===== src/rtl/fetch_stage.sv =====
// Instruction fetch stage: owns the fetch PC, issues in-order word requests and queues responses for decode.
// Optional macro FETCH_BYPASS_EN forwards a response straight to the output when it targets the empty head slot.
module fetch_stage #(
    parameter logic [31:0] RESET_PC = 32'h0000_0000,
    parameter int          DEPTH    = 4
) (
    input  logic        clk,
    input  logic        reset,
    output logic        imem_req_valid,
    output logic [31:0] imem_req_addr,
    input  logic        imem_req_ready,
    input  logic        imem_rsp_valid,
    input  logic [31:0] imem_rsp_data,
    input  logic        redirect_valid,
    input  logic [31:0] redirect_pc,
    output logic        out_valid,
    output logic [31:0] out_pc,
    output logic [31:0] out_instr,
    input  logic        out_ready
);

    localparam int PW = (DEPTH > 1) ? $clog2(DEPTH) : 1;
    localparam int CW = PW + 1;
    // Stale responses can accumulate across back-to-back redirects, so the drop counter has headroom.
    localparam int DW = PW + 2;
    localparam logic [PW-1:0] PTR_ONE = PW'(1);

    logic [31:0]      fpc_r;
    logic [PW-1:0]    head_r;
    logic [PW-1:0]    alloc_r;
    logic [PW-1:0]    fill_r;
    logic [CW-1:0]    count_r;
    logic [CW-1:0]    pend_r;
    logic [DW-1:0]    drop_cnt_r;
    logic [DEPTH-1:0] filled_r;
    logic [31:0]      pc_r    [DEPTH];
    logic [31:0]      instr_r [DEPTH];

    logic          rsp_live_s;
    logic          head_ok_s;
    logic          byp_s;
    logic          out_fire_s;
    logic          req_fire_s;
    logic          has_free_s;
    logic [CW-1:0] count_nxt_s;
    logic [CW-1:0] pend_nxt_s;
    logic [DW-1:0] drop_nxt_s;

    // Handshake decode, output mux and next-count arithmetic.
    always_comb begin
        rsp_live_s = imem_rsp_valid && (drop_cnt_r == {DW{1'b0}});
        head_ok_s  = (count_r != {CW{1'b0}});
`ifdef FETCH_BYPASS_EN
        byp_s      = head_ok_s && !filled_r[head_r] && rsp_live_s;
`else
        byp_s      = 1'b0;
`endif
        out_valid  = !reset && !redirect_valid && head_ok_s && (filled_r[head_r] || byp_s);
        out_fire_s = out_valid && out_ready;
        // A slot being freed this cycle may be reallocated in the same cycle.
        has_free_s     = (count_r < CW'(DEPTH)) || out_fire_s;
        imem_req_valid = !reset && !redirect_valid && has_free_s;
        imem_req_addr  = fpc_r;
        req_fire_s     = imem_req_valid && imem_req_ready;

        if (out_valid) begin
            out_pc    = pc_r[head_r];
            out_instr = byp_s ? imem_rsp_data : instr_r[head_r];
        end else begin
            out_pc    = 32'h0000_0000;
            out_instr = 32'h0000_0000;
        end

        count_nxt_s = count_r + CW'(req_fire_s) - CW'(out_fire_s);
        pend_nxt_s  = pend_r + CW'(req_fire_s) - CW'(rsp_live_s);

        if (redirect_valid) begin
            drop_nxt_s = drop_cnt_r + DW'(pend_r) - DW'(imem_rsp_valid);
        end else if (imem_rsp_valid && !rsp_live_s) begin
            drop_nxt_s = drop_cnt_r - DW'(1);
        end else begin
            drop_nxt_s = drop_cnt_r;
        end
    end

    // Control state: fetch PC, ring pointers, occupancy and drop bookkeeping.
    always_ff @(posedge clk) begin
        if (reset) begin
            fpc_r      <= RESET_PC;
            head_r     <= {PW{1'b0}};
            alloc_r    <= {PW{1'b0}};
            fill_r     <= {PW{1'b0}};
            count_r    <= {CW{1'b0}};
            pend_r     <= {CW{1'b0}};
            drop_cnt_r <= {DW{1'b0}};
            filled_r   <= {DEPTH{1'b0}};
        end else if (redirect_valid) begin
            fpc_r      <= redirect_pc & ~32'd3;
            head_r     <= {PW{1'b0}};
            alloc_r    <= {PW{1'b0}};
            fill_r     <= {PW{1'b0}};
            count_r    <= {CW{1'b0}};
            pend_r     <= {CW{1'b0}};
            drop_cnt_r <= drop_nxt_s;
            filled_r   <= {DEPTH{1'b0}};
        end else begin
            count_r    <= count_nxt_s;
            pend_r     <= pend_nxt_s;
            drop_cnt_r <= drop_nxt_s;
            if (req_fire_s) begin
                fpc_r   <= fpc_r + 32'd4;
                alloc_r <= alloc_r + PTR_ONE;
            end
            if (rsp_live_s) begin
                fill_r           <= fill_r + PTR_ONE;
                filled_r[fill_r] <= 1'b1;
            end
            // Freeing after filling lets a bypassed slot end up clear.
            if (out_fire_s) begin
                head_r           <= head_r + PTR_ONE;
                filled_r[head_r] <= 1'b0;
            end
        end
    end

    // Slot payload storage; validity is tracked by the control state above.
    always_ff @(posedge clk) begin
        if (req_fire_s) begin
            pc_r[alloc_r] <= fpc_r;
        end
        if (rsp_live_s) begin
            instr_r[fill_r] <= imem_rsp_data;
        end
    end

endmodule


===== config.mk =====
export PLATFORM = sky130hd
export DESIGN_NAME = fetch_stage
export DESIGN_NICKNAME = d
export VERILOG_FILES = /design/src/rtl/fetch_stage.sv
export SDC_FILE = /design/constraint.sdc
export NUM_CORES = 1
export LEC_CHECK = 0
export BUFFER_PORTS_ARGS = -buffer_cell sky130_fd_sc_hd__buf_4
export CAP_MARGIN = 0
export CORE_MARGIN = 4
export CORE_UTILIZATION = 50
export CTS_CLUSTER_SIZE = 8
export DETAILED_ROUTE_END_ITERATION = 16
export PLACE_DENSITY = 0.71
export SYNTH_ARGS = -nofsm -noshare
export SYNTH_HDL_FRONTEND = slang
export SYNTH_SLANG_ARGS = --single-unit

===== constraint.sdc =====
create_clock -name clk -period 4.75 [get_ports clk]
set_input_delay 0.2375 -clock clk [delete_from_list [all_inputs] [get_ports clk]]
set_output_delay 0.2375 -clock clk [all_outputs]
set_load 0.05 [all_outputs]

==> out/results.ini <==
[setup_path]
worstPathArrival_ns = 2.85
crit_end = out_pc[9]
r2r_setup_slack_ns = 2.04
startpoint = head_r[0]
critPathLaunchType = flip-flop
r2r_end = count_r[2]
worstSetupPathType = flip-flop to output pin
reg2regPathDepth = 11
reg2reg_from = head_r[0]
cp-end-kind = output pin
cp.required_ns = 4.51
crit_fanout = 63

[worst_hold_path]
hp-class = primary input to flip-flop
min_path_cells = 3

[timing]
setup-violations-final = 0
fin_skew_ns = 0.0228
period_needed_ns = 3.08
max_slew_margin = 0.438
fin_tns_setup_ns = 0
hold_violations = 0
rsz0062_at_grt = false
worstMarginPinSlew_ns = 0.843
max_freq_mhz = 324
hold_ws_ns = 0.0190
period_share = 0.649
slew_viol_final = 0

[pwr]
p_leak_nw = 5.51
power_switching_mw = 1.42
pwr-share-seq = 0.478
p_comb_frac = 0.091
internal_power_mw = 5.00
p_sw_frac = 0.221
ir_worst_vdd_mv = 0.290
pwr-share-clk = 0.431
power_density_nw_per_um2 = 410

[global_routing]
grt_pass1_wl_mm = 43.4
grt_overflow = 0
use_met3 = 0.0426
grt_max_degree = 64
track_usage = 0.197
grt_pass1_vias = 7644
grt_antenna_before_repair = 0
top_usage_layer = met2
grt_util_met1 = 0.264
use_met2 = 0.325

[cells_and_area]
diodes = 0
seq_area_um2 = 8490
syn2layout_area_growth_pct = 25.1
fillers = 1732
multi_input_area_um2 = 3750
drive_gt1_frac = 0.300
final_nets = 1078

[clock_network]
h-tree-depth = 2
root_buffer = clkbuf_16
cts_tree = yes
cts.path.max_buffers = 3
cts_setup_buffers = 0
cts.clk_slew.worst_paths_ns = 0.05
clock_latency_ns = 0.52
cts_made_buffers = 43
clkSinkCount = 300

[route]
postRouteAntennaNets = 0
detail_route.iter0.violations = 542
drc = 0
wl_per_cell_um = 20.4
via_per_inst = 5.47
dr_total_vias = 7271
dr.pass1.iters = 5
wirelength_mm = 27.1

[place]
dpl.hpwl_mm = 16.7
port_buffers = 161
routabilityCongestion = 0.794

[die]
start_util = 0.512
die_area_um2 = 27700
die_w_um = 166
die_height_um = 166
ios = 168
coreArea_um2 = 24500
row_count = 57

[yosys]
synth_seq_cells = 300
async_reset_ff_frac = 0
yosys_most_used_dff = edfxtp_1
mappedNetlistArea_um2 = 12500
synthDistinctLibCells = 57
ys_seq_area_frac = 0.678
synth_edf_count = 248
syn_avg_cell_area_um2 = 16.4
synthCells = 765
yosysWarnings = 0

[run]
drv_cap = 0

[run_status]
status = complete, no violations

worst max-delay path: stages (launching register included):
cell and delay, ns:
dfxtp_1 0.50, mux4_2 0.60, o311ai_4 0.09, buf_4 0.69
nor2b_1 0.18, buf_4 0.25
Yosys cell counts, types with 6 or more instances:
master | n | area (µm²)
nor2b_1 | 63 | 394
xnor2_1 | 16 | 140
a211oi_1 | 15 | 113
ha_1 | 25 | 313
xor2_1 | 15 | 131
and3_1 | 10 | 62.6
nand4_1 | 14 | 87.6
o21ai_0 | 17 | 85.1
inv_1 | 27 | 101
nor2_1 | 37 | 139
nand3_1 | 13 | 65.1
clkbuf_1 | 23 | 86.3
dfxtp_1 | 52 | 1040
edfxtp_1 | 248 | 7450
mux4_2 | 63 | 1420
nand2_1 | 24 | 90.1
buf_1 | 7 | 26.3
and2_1 | 8 | 50.1
a21oi_1 | 13 | 65.1
a31oi_1 | 6 | 37.5
placed cells by master (no fill, tap or decap), drive strengths merged, types with 4 or more instances in the layout:
cell type | synthesis | layout
edfxtp | 248 | 248
buf | 17 | 176
clkbuf | 26 | 67
nor2b | 63 | 63
mux4 | 63 | 63
dfxtp | 52 | 52
nor2 | 38 | 38
dlygate4sd3 | 0 | 34
inv | 27 | 28
ha | 25 | 25
nand2 | 24 | 24
o21ai | 17 | 17
xnor2 | 16 | 16
a211oi | 16 | 16
xor2 | 15 | 15
nand4 | 15 | 15
nand3 | 13 | 13
a21oi | 13 | 13
and3 | 11 | 11
and2 | 9 | 9
a31oi | 6 | 6
or3 | 5 | 5
a311oi | 4 | 4
o21a | 4 | 4
conb | 1 | 4
nor4 | 4 | 4
how the worst min path moves through the flow:
stage	to	slack (ns)	from
3_3_place_gp	instr_r[1][31]	0.44	imem_rsp_data[31]
3_5_place_dp	instr_r[1][7]	0.44	imem_rsp_data[7]
4_1_cts	imem_req_addr[23]	0.001	redirect_pc[23]
2_1_floorplan	instr_r[0][0]	0.34	imem_rsp_data[0]
5_1_grt	imem_req_addr[25]	0.008	redirect_pc[25]
6_report	imem_req_addr[12]	0.02	redirect_pc[12]
power by group through the flow:
stage	sequential (mW)	clock [mW]	combinational, mW
6_report	3.07	2.76	0.585
5_1_grt	3.08	2.96	0.644
4_1_cts	3.07	2.82	0.592
3_5_place_dp	3.11	0	0.563
3_3_place_gp	3.11	0	0.555
2_1_floorplan	3.15	0	0.336
final cells by class:
| cell class | count | share of cell area |
|---|---|---|
| clock buffer | 67 | 0.0758 |
| multi-input combinational | 398 | 0.240 |
| inverter | 27 | 0.00647 |
| clock inverter | 3 | 0.00351 |
| sequential | 300 | 0.542 |
| timing repair buffer | 210 | 0.107 |
| tap | 324 | 0.0259 |
cells by family (layout without fill, tap and decap cells):
kind of cell             count (synthesis)  count (layout)  share of synthesized area
AO/OA/AOI/OAI                           73              73                     0.0389
other                                    1               4                   0.000299
buffers and inverters                   70             307                     0.0257
flip-flops                             300             300                      0.678
AND/OR/NAND/NOR                        196             196                     0.0905
multiplexers                            66              66                      0.116
adder cells (fa/ha/maj)                 28              28                     0.0298
XOR/XNOR                                31              31                     0.0217
registers in the layout (all words and copies together), names as in the netlist, named ones only:
| name | flops |
|---|---|
| instr_r | 128 |
| filled_r | 4 |
| imem_req_addr | 30 |
| drop_cnt_r | 4 |
| count_r | 3 |
| fill_r | 2 |
| alloc_r | 2 |
| pc_r | 120 |
| pend_r | 3 |
| head_r | 2 |
layer usage:
metal  vias up  share of wire
met2       227           0.50
met5         -              0
met1      3621           0.42
met3        42          0.057
met4         0          0.024
li1       3381              -
repair_timing:
item | in CTS | in global routing
hold endpoints to repair | 130 | 0
hold buffers | 34 | 0
resized for setup | 0 | 0
per-stage QoR:
stage | total power, mW | instance area [µm²] | utilization | setup WS [ns] | cells
2_1_floorplan | 3.49 | 12500 | - | 1.96 | 768
3_3_place_gp | 3.66 | 14100 | 0.576 | 2.03 | 1225
3_5_place_dp | 3.68 | 14100 | 0.576 | 2.02 | 1225
4_1_cts | 6.48 | 15700 | 0.641 | 1.61 | 1329
5_1_grt | 6.68 | 15700 | 0.641 | 1.48 | 1329
6_report | 6.42 | 15700 | 0.641 | 1.67 | 1329
No activity file was read; power rests on OpenSTA's default activity.
